### config.mk
export PLATFORM = sky130hd
export DESIGN_NAME = ps2_key_tracker_flat
export DESIGN_NICKNAME = d
export VERILOG_FILES = /design/src/rtl/ps2_pkg.sv /design/src/rtl/ps2_key_tracker_if.sv /design/src/rtl/ps2_rx.sv /design/src/rtl/ps2_key_tracker.sv /design/src/flat_wrapper.sv
export SDC_FILE = /design/constraint.sdc
export NUM_CORES = 1
export LEC_CHECK = 0
export ABC_CLOCK_PERIOD_IN_PS = 3100
export BUFFER_PORTS_ARGS = -buffer_cell sky130_fd_sc_hd__buf_2
export CAP_MARGIN = 25
export CORE_MARGIN = 10
export CORE_UTILIZATION = 46
export DETAILED_ROUTE_END_ITERATION = 8
export GPL_TIMING_DRIVEN = 0
export PLACE_DENSITY = 0.63
export REMOVE_ABC_BUFFERS = 1
export SYNTH_ARGS = -nofsm -noshare
export SYNTH_HDL_FRONTEND = slang
export SYNTH_SLANG_ARGS = --single-unit
### constraint.sdc
create_clock -name clock -period 3.1 [get_ports clock]
set_input_delay 0.62 -clock clock [delete_from_list [all_inputs] [get_ports clock]]
set_output_delay 0.62 -clock clock [all_outputs]
set_load 0.01 [all_outputs]
### src/rtl/ps2_pkg.sv
// Shared constants and types for the PS/2 key tracker.
//   - Prefix / control byte values seen on the keyboard link
//   - Arrow-key scan codes
//   - Frame receiver state enum
//   - is_ctrl_byte(): bytes that are neither prefixes nor keys
package ps2_pkg;

  localparam logic [7:0] PS2_EXT    = 8'hE0;
  localparam logic [7:0] PS2_BREAK  = 8'hF0;
  localparam logic [7:0] PS2_PAUSE  = 8'hE1;
  localparam logic [7:0] PS2_BAT    = 8'hAA;
  localparam logic [7:0] PS2_ACK    = 8'hFA;
  localparam logic [7:0] PS2_ECHO   = 8'hEE;
  localparam logic [7:0] PS2_RESEND = 8'hFE;
  localparam logic [7:0] PS2_ERR0   = 8'h00;
  localparam logic [7:0] PS2_ERR1   = 8'hFF;

  localparam logic [7:0] PS2_UP     = 8'h75;
  localparam logic [7:0] PS2_DOWN   = 8'h72;

  typedef enum logic [1:0] {
    RxIdle,
    RxData,
    RxParity,
    RxStop
  } rx_state_e;

  // Keyboard housekeeping replies; never treated as key codes.
  function automatic logic is_ctrl_byte(input logic [7:0] b);
    return (b == PS2_BAT) || (b == PS2_ACK) || (b == PS2_ECHO) || (b == PS2_RESEND) ||
           (b == PS2_ERR0) || (b == PS2_ERR1);
  endfunction

endpackage

### src/rtl/ps2_key_tracker_if.sv
// Held-key and receive-status bundle produced by ps2_key_tracker.
//   key1_on/key1_code/key1_ext : slot 1 held flag, scan code, E0 flag
//   key2_on/key2_code/key2_ext : slot 2 held flag, scan code, E0 flag
//   rx_valid/rx_byte           : good-frame pulse and last good byte
//   rx_error                   : bad-frame / timeout pulse
// master = tracker side (drives), slave = consumer side.
interface ps2_key_tracker_if;
  logic       key1_on;
  logic [7:0] key1_code;
  logic       key1_ext;
  logic       key2_on;
  logic [7:0] key2_code;
  logic       key2_ext;
  logic       rx_valid;
  logic [7:0] rx_byte;
  logic       rx_error;

  modport master (
    output key1_on, key1_code, key1_ext, key2_on, key2_code, key2_ext,
    output rx_valid, rx_byte, rx_error
  );

  modport slave (
    input key1_on, key1_code, key1_ext, key2_on, key2_code, key2_ext,
    input rx_valid, rx_byte, rx_error
  );
endinterface

### src/rtl/ps2_rx.sv
// PS/2 frame receiver: 2-flop synchronizers, ps2_clk glitch filter, frame FSM, timeout.
//   clock, resetn      : system clock, async active-low reset
//   ps2_clk, ps2_dat   : raw asynchronous PS/2 lines
//   rx_valid, rx_byte  : one-cycle good-frame pulse, last good byte
//   rx_error           : one-cycle pulse on start/parity/stop error or timeout
module ps2_rx
  import ps2_pkg::*;
#(
  parameter int unsigned FILTER_LEN     = 4,
  parameter int unsigned TIMEOUT_CYCLES = 50000
) (
  input  logic       clock,
  input  logic       resetn,
  input  logic       ps2_clk,
  input  logic       ps2_dat,
  output logic       rx_valid,
  output logic [7:0] rx_byte,
  output logic       rx_error
);

  localparam int unsigned FcW = $clog2(FILTER_LEN + 1);
  localparam int unsigned TcW = $clog2(TIMEOUT_CYCLES + 1);

  logic           clk_meta_q, clk_sync_q, dat_meta_q, dat_sync_q;
  logic           filt_q, filt_d;
  logic [FcW-1:0] fcnt_q, fcnt_d;
  logic           edge_any, edge_fall;
  rx_state_e      state_q, state_d;
  logic [2:0]     bit_cnt_q, bit_cnt_d;
  logic [7:0]     shift_q, shift_d;
  logic           par_ok_q, par_ok_d;
  logic [TcW-1:0] tmo_q, tmo_d;
  logic           rx_valid_q, rx_valid_d;
  logic [7:0]     rx_byte_q, rx_byte_d;
  logic           rx_error_q, rx_error_d;

  // Accept a new ps2_clk level only after FILTER_LEN consecutive differing samples.
  always_comb begin
    filt_d    = filt_q;
    fcnt_d    = '0;
    edge_any  = 1'b0;
    edge_fall = 1'b0;
    if (clk_sync_q != filt_q) begin
      if (fcnt_q == FcW'(FILTER_LEN - 1)) begin
        filt_d    = clk_sync_q;
        edge_any  = 1'b1;
        edge_fall = ~clk_sync_q;
      end else begin
        fcnt_d = fcnt_q + 1'b1;
      end
    end
  end

  always_comb begin
    state_d    = state_q;
    bit_cnt_d  = bit_cnt_q;
    shift_d    = shift_q;
    par_ok_d   = par_ok_q;
    rx_valid_d = 1'b0;
    rx_byte_d  = rx_byte_q;
    rx_error_d = 1'b0;
    // Saturating idle counter, cleared by any filtered edge.
    if (edge_any) begin
      tmo_d = '0;
    end else if (tmo_q == TcW'(TIMEOUT_CYCLES)) begin
      tmo_d = tmo_q;
    end else begin
      tmo_d = tmo_q + 1'b1;
    end

    if ((state_q != RxIdle) && (tmo_q == TcW'(TIMEOUT_CYCLES))) begin
      state_d    = RxIdle;
      rx_error_d = 1'b1;
    end else if (edge_fall) begin
      unique case (state_q)
        RxIdle: begin
          if (!dat_sync_q) begin
            state_d   = RxData;
            bit_cnt_d = 3'd0;
          end else begin
            rx_error_d = 1'b1;
          end
        end
        RxData: begin
          shift_d   = {dat_sync_q, shift_q[7:1]};
          bit_cnt_d = bit_cnt_q + 3'd1;
          if (bit_cnt_q == 3'd7) state_d = RxParity;
        end
        RxParity: begin
          par_ok_d = ^{shift_q, dat_sync_q};
          state_d  = RxStop;
        end
        RxStop: begin
          state_d = RxIdle;
          if (dat_sync_q && par_ok_q) begin
            rx_valid_d = 1'b1;
            rx_byte_d  = shift_q;
          end else begin
            rx_error_d = 1'b1;
          end
        end
      endcase
    end
  end

  always_ff @(posedge clock or negedge resetn) begin
    if (!resetn) begin
      clk_meta_q <= 1'b1;
      clk_sync_q <= 1'b1;
      dat_meta_q <= 1'b1;
      dat_sync_q <= 1'b1;
      filt_q     <= 1'b1;
      fcnt_q     <= '0;
      state_q    <= RxIdle;
      bit_cnt_q  <= 3'd0;
      shift_q    <= 8'h00;
      par_ok_q   <= 1'b0;
      tmo_q      <= '0;
      rx_valid_q <= 1'b0;
      rx_byte_q  <= 8'h00;
      rx_error_q <= 1'b0;
    end else begin
      clk_meta_q <= ps2_clk;
      clk_sync_q <= clk_meta_q;
      dat_meta_q <= ps2_dat;
      dat_sync_q <= dat_meta_q;
      filt_q     <= filt_d;
      fcnt_q     <= fcnt_d;
      state_q    <= state_d;
      bit_cnt_q  <= bit_cnt_d;
      shift_q    <= shift_d;
      par_ok_q   <= par_ok_d;
      tmo_q      <= tmo_d;
      rx_valid_q <= rx_valid_d;
      rx_byte_q  <= rx_byte_d;
      rx_error_q <= rx_error_d;
    end
  end

  assign rx_valid = rx_valid_q;
  assign rx_byte  = rx_byte_q;
  assign rx_error = rx_error_q;

endmodule

### src/rtl/ps2_key_tracker.sv
// PS/2 keyboard decoder tracking up to two held keys in fixed slots.
//   clock, resetn    : system clock, async active-low reset
//   ps2_clk, ps2_dat : raw PS/2 lines
//   key_if (master)  : slot outputs key{1,2}_{on,code,ext} plus rx_valid/rx_byte/rx_error
// Slots never shift: a released slot stays empty until the next new make fills it.
module ps2_key_tracker
  import ps2_pkg::*;
#(
  parameter int unsigned FILTER_LEN     = 4,
  parameter int unsigned TIMEOUT_CYCLES = 50000
) (
  input  logic                clock,
  input  logic                resetn,
  input  logic                ps2_clk,
  input  logic                ps2_dat,
  ps2_key_tracker_if.master   key_if
);

  logic       rx_valid, rx_error;
  logic [7:0] rx_byte;

  ps2_rx #(
    .FILTER_LEN    (FILTER_LEN),
    .TIMEOUT_CYCLES(TIMEOUT_CYCLES)
  ) u_rx (
    .clock   (clock),
    .resetn  (resetn),
    .ps2_clk (ps2_clk),
    .ps2_dat (ps2_dat),
    .rx_valid(rx_valid),
    .rx_byte (rx_byte),
    .rx_error(rx_error)
  );

  logic            ext_q, ext_d;
  logic            brk_q, brk_d;
  logic [2:0]      skip_q, skip_d;
  logic [1:0]      on_q, on_d;
  logic [1:0][7:0] code_q, code_d;
  logic [1:0]      sext_q, sext_d;
  logic [1:0]      hit;

  // A key matches a slot only on the full {ext, code} pair.
  always_comb begin
    for (int i = 0; i < 2; i++) begin
      hit[i] = on_q[i] && (code_q[i] == rx_byte) && (sext_q[i] == ext_q);
    end
  end

  always_comb begin
    ext_d  = ext_q;
    brk_d  = brk_q;
    skip_d = skip_q;
    on_d   = on_q;
    code_d = code_q;
    sext_d = sext_q;
    if (rx_error) begin
      ext_d  = 1'b0;
      brk_d  = 1'b0;
      skip_d = 3'd0;
    end else if (rx_valid) begin
      if (skip_q != 3'd0) begin
        skip_d = skip_q - 3'd1;
      end else if (rx_byte == PS2_PAUSE) begin
        skip_d = 3'd7;  // swallow the rest of the 8-byte pause sequence
      end else if (rx_byte == PS2_EXT) begin
        ext_d = 1'b1;
      end else if (rx_byte == PS2_BREAK) begin
        brk_d = 1'b1;
      end else begin
        ext_d = 1'b0;
        brk_d = 1'b0;
        if (!is_ctrl_byte(rx_byte)) begin
          if (brk_q) begin
            on_d = on_q & ~hit;
          end else if (hit == 2'b00) begin
            if (!on_q[0]) begin
              on_d[0]   = 1'b1;
              code_d[0] = rx_byte;
              sext_d[0] = ext_q;
            end else if (!on_q[1]) begin
              on_d[1]   = 1'b1;
              code_d[1] = rx_byte;
              sext_d[1] = ext_q;
            end
          end
        end
      end
    end
  end

  always_ff @(posedge clock or negedge resetn) begin
    if (!resetn) begin
      ext_q  <= 1'b0;
      brk_q  <= 1'b0;
      skip_q <= 3'd0;
      on_q   <= '0;
      code_q <= '0;
      sext_q <= '0;
    end else begin
      ext_q  <= ext_d;
      brk_q  <= brk_d;
      skip_q <= skip_d;
      on_q   <= on_d;
      code_q <= code_d;
      sext_q <= sext_d;
    end
  end

  assign key_if.key1_on   = on_q[0];
  assign key_if.key1_code = code_q[0];
  assign key_if.key1_ext  = sext_q[0];
  assign key_if.key2_on   = on_q[1];
  assign key_if.key2_code = code_q[1];
  assign key_if.key2_ext  = sext_q[1];
  assign key_if.rx_valid  = rx_valid;
  assign key_if.rx_byte   = rx_byte;
  assign key_if.rx_error  = rx_error;

endmodule

### src/flat_wrapper.sv
// flat-port wrapper written by rule: the top's interface ports become plain ports
module ps2_key_tracker_flat import ps2_pkg::*;
#(
  parameter int unsigned FILTER_LEN     = 4,
  parameter int unsigned TIMEOUT_CYCLES = 50000
)
  (clock, resetn, ps2_clk, ps2_dat, key_if_key1_on, key_if_key1_code, key_if_key1_ext, key_if_key2_on, key_if_key2_code, key_if_key2_ext, key_if_rx_valid, key_if_rx_byte, key_if_rx_error);
  ps2_key_tracker_if key_if_i ();
  input  logic clock;
  input  logic resetn;
  input  logic ps2_clk;
  input  logic ps2_dat;
  output wire logic [$bits(key_if_i.key1_on)-1:0] key_if_key1_on;
  output wire logic [$bits(key_if_i.key1_code)-1:0] key_if_key1_code;
  output wire logic [$bits(key_if_i.key1_ext)-1:0] key_if_key1_ext;
  output wire logic [$bits(key_if_i.key2_on)-1:0] key_if_key2_on;
  output wire logic [$bits(key_if_i.key2_code)-1:0] key_if_key2_code;
  output wire logic [$bits(key_if_i.key2_ext)-1:0] key_if_key2_ext;
  output wire logic [$bits(key_if_i.rx_valid)-1:0] key_if_rx_valid;
  output wire logic [$bits(key_if_i.rx_byte)-1:0] key_if_rx_byte;
  output wire logic [$bits(key_if_i.rx_error)-1:0] key_if_rx_error;
  assign key_if_key1_on = key_if_i.key1_on;
  assign key_if_key1_code = key_if_i.key1_code;
  assign key_if_key1_ext = key_if_i.key1_ext;
  assign key_if_key2_on = key_if_i.key2_on;
  assign key_if_key2_code = key_if_i.key2_code;
  assign key_if_key2_ext = key_if_i.key2_ext;
  assign key_if_rx_valid = key_if_i.rx_valid;
  assign key_if_rx_byte = key_if_i.rx_byte;
  assign key_if_rx_error = key_if_i.rx_error;
  ps2_key_tracker #(.FILTER_LEN(FILTER_LEN), .TIMEOUT_CYCLES(TIMEOUT_CYCLES)) u_core (.clock(clock), .resetn(resetn), .ps2_clk(ps2_clk), .ps2_dat(ps2_dat), .key_if(key_if_i));
endmodule
==> results.toml <==
[run_status]
outcome = "finished, final reports clean"

[floorplan]
io_pins = 34
core_um2 = 7687
dieArea_um2 = 11770
row_count = 32
start_util = 0.4686
dieWidth_um = 108.5
die_h_um = 108.5

[grt]
grt_overflow = 0
grt_pass1_wl_mm = 11.79
gr-usage-all-layers = 0.1239
grtUsageMet3 = 0.04819
grt_start_max_net_pins = 45
first_global_vias = 2375
grt_use_met2 = 0.1970
antenna_found_initial = 0
grt.met1_usage = 0.1543
top_usage_layer = "met2"

[logic_synthesis]
ys_warn_count = 0
synth_top_area_share = 0.4724
ys_ff_latch = 73
syn_inst = 310
syn_avg_cell_area_um2 = 11.62
synthTopCellsByArea = "dfrtp_1 (47%), mux2_2 (11%), xor2_1 (6.3%)"
synthFlopType = "dfrtp_1"
ys_seq_area_frac = 0.5089
synth_cell_types = 44
synth_edf_count = 0
yosysTopAreaCell = "dfrtp_1"
async_flop_share = 1.000
syn_area_um2 = 3602

[pwr]
powerDensity_nw_per_um2 = 510.6
leakagePower_nw = 2.078
vdd_ir_drop_max_mv = 0.3348

[hold_path]
hold_path_class = "primary input to asynchronous set/reset pin"

[sta]
slew_violations = 0
rsz0062_at_grt = "false"
timing.hold.ws_ns = 0.1983
fin_worst_skew_ns = 0.01047
slew-limit-headroom = 0.3285
tightest_slew_ns = 1.003
finalHoldViolCount = 0
fin_tns_setup_ns = 0
fin_crit_ns = 2.871
timing.final.crit_share = 0.9260
fmax_ghz = 0.3484
setup_viol = 0
setup_slack_ns = 0.2294

[critical_path]
arrival_ns = 3.10
cp_max_fo = 9
start_kind = "register"
cp-end-kind = "register"
r2r_slack_ns = 0.23
critPathKind = "register to register"
required_ns = 3.33

[routing]
ant_nets = 0
firstDrtPassIters = 4
routedWlPerCell_um = 14.95
vias = 2354
vias_per_cell = 5.243
wirelength_mm = 6.711
drc = 0
drtIter0Drc = 95

[cts]
cts_resized = 0
holdBufCountCts = 0
cts_tree = "built"
cts_inserted_buffers = 9
path_clk_slew_ns = 0.07
clock-sinks = 73
insertion_delay_ns = 0.35
htreeDepth = 3
root_buffer = "clkbuf_8"
clock_path_buffers = 2
cts_setup_buffers = 0

[flow_run]
max_cap_viol_count = 0

[placed_design]
dp_cells = 433
hpwlAfterDp_mm = 4.818
routabilityCongestion = 0.8013
pre_cts_ws_ns = 0.2471
port_buffers = 33

[finish]
drive_gt1_frac = 0.2709
fillCellCount = 705
fin_cells = 449
area_delta_synth_final_pct = 11.91
nets = 357
antenna_cells = 0
[worst max-delay path, cell delays in order (launching register included)]
cell     delay [ns]
dfrtp_1        0.36
inv_1          0.11
ha_1           0.16
nor2b_1        0.26
nand2_1        0.11
or4_1          0.69
nor4b_4        0.65
mux2_2         0.40
[per-stage QoR]
| step | instance area (um^2) | power [mW] | util |
|---|---|---|---|
| 3_3_place_gp | 3826 | 1.422 | 0.4977 |
| 4_1_cts | 4031 | 2.096 | 0.5244 |
| 2_1_floorplan | 3533 | 1.345 | - |
| 6_report | 4031 | 2.058 | 0.5244 |
| 3_5_place_dp | 3867 | 1.443 | 0.5031 |
| 5_1_grt | 4031 | 2.201 | 0.5244 |
[cells in the mapped netlist (2+ instances only)]
master      n
nand4_1     7
nor4b_4     2
a221oi_1    2
o211ai_1    2
or3_1       2
a31oi_1     2
xor2_1     26
or2_2       2
o31ai_1     2
xnor2_1    14
nor3_1      4
ha_1       11
nor4_1      6
dfrtp_1    68
buf_4       2
a22oi_1     2
nand3b_1    2
nor2b_1     4
dfstp_2     5
a21oi_1     8
inv_1      16
and3_1      5
and4_1      4
mux2i_1     3
buf_2       7
nor2_1     21
nor3b_1     2
nand3_1     6
nand4bb_1   2
or4_1       3
o21ai_0     3
nand2_1    14
mux2_2     36
clkbuf_1    5
[per-layer routing]
layer	wire (um)	part of all wire
met1	3065	0.46
met2	3172	0.47
met3	392	0.058
met4	80	0.012
met5	0	0
[final timing paths]
check	endpoint	startpoint	depth (start not counted)
min in group clock	u_core.u_rx.clk_sync_q	u_core.u_rx.clk_meta_q	0
setup / recovery	u_core.key_if.key2_code[7]	u_core.skip_q[0]	7
hold / removal	u_core.skip_q[2]	resetn	1
hold reg to reg	u_core.u_rx.clk_sync_q	u_core.u_rx.clk_meta_q	0
max in group asynchronous	u_core.u_rx.filt_q	resetn	2
setup reg to reg	u_core.key_if.key2_code[7]	u_core.skip_q[0]	7
[power by group]
group | internal, mW | total [mW] | switching [mW]
combinational | 0.134 | 0.303 | 0.169
clock | 0.289 | 0.635 | 0.346
sequential | 1.04 | 1.12 | 0.0820
[flip-flops by register name (all words and copies together), names as in the netlist, 2 cells and up]
signal	count
u_core.u_rx.tmo_q	16
u_core.key_if.key1_code	8
u_core.key_if.key2_code	8
u_core.u_rx.rx_byte	8
u_core.u_rx.shift_q	8
u_core.skip_q	3
u_core.u_rx.bit_cnt_q	3
u_core.u_rx.fcnt_q	3
u_core.on_q	2
u_core.sext_q	2
u_core.u_rx.state_q	2
[layout make-up]
cell class / instances / area, um^2 / share of cell area
clock buffers: 11 / 131.4 / 0.03259
flip-flops and latches: 73 / 1833 / 0.4547
well taps: 102 / 127.6 / 0.03166
inverters: 16 / 60.06 / 0.01490
repair buffers: 35 / 206.4 / 0.05121
multi-input cells: 207 / 1640 / 0.4069
clock inverters: 5 / 32.53 / 0.008070
[cell families after synthesis]
group | after synthesis | share of synthesized area
muxes | 39 | 0.1209
buffers and inverters | 30 | 0.03578
xor gates and xnor gates | 40 | 0.09726
and+or+nand+nor | 89 | 0.1462
AOI/OAI and AO/OA | 28 | 0.05280
DFF | 73 | 0.5089
adders and majority gates | 11 | 0.03821
[layout by cell type (no fill, tap or decap), types with 2 or more instances in the layout]
cell	instances
nor4b_4	2
mux2_2	36
o31ai_1	2
clkbuf_8	9
or4_1	3
nand4bb_1	2
nand2_1	14
clkinv_2	3
buf_2	32
nor3_1	4
nor2_1	21
or2_2	2
mux2i_1	3
a221oi_1	2
and4_1	4
nand3b_1	2
o211ai_1	2
xnor2_1	14
xor2_1	26
a21oi_1	8
and3_1	5
nor4_1	6
nor2b_1	4
dfstp_2	5
clkbuf_1	2
a22oi_1	2
or3_1	2
ha_1	11
a31oi_1	2
inv_1	16
nand3_1	6
clkinv_4	2
o21ai_0	3
nor3b_1	2
nand4_1	7
dfrtp_1	68
Note: power is estimated with default switching activity, not from simulation.
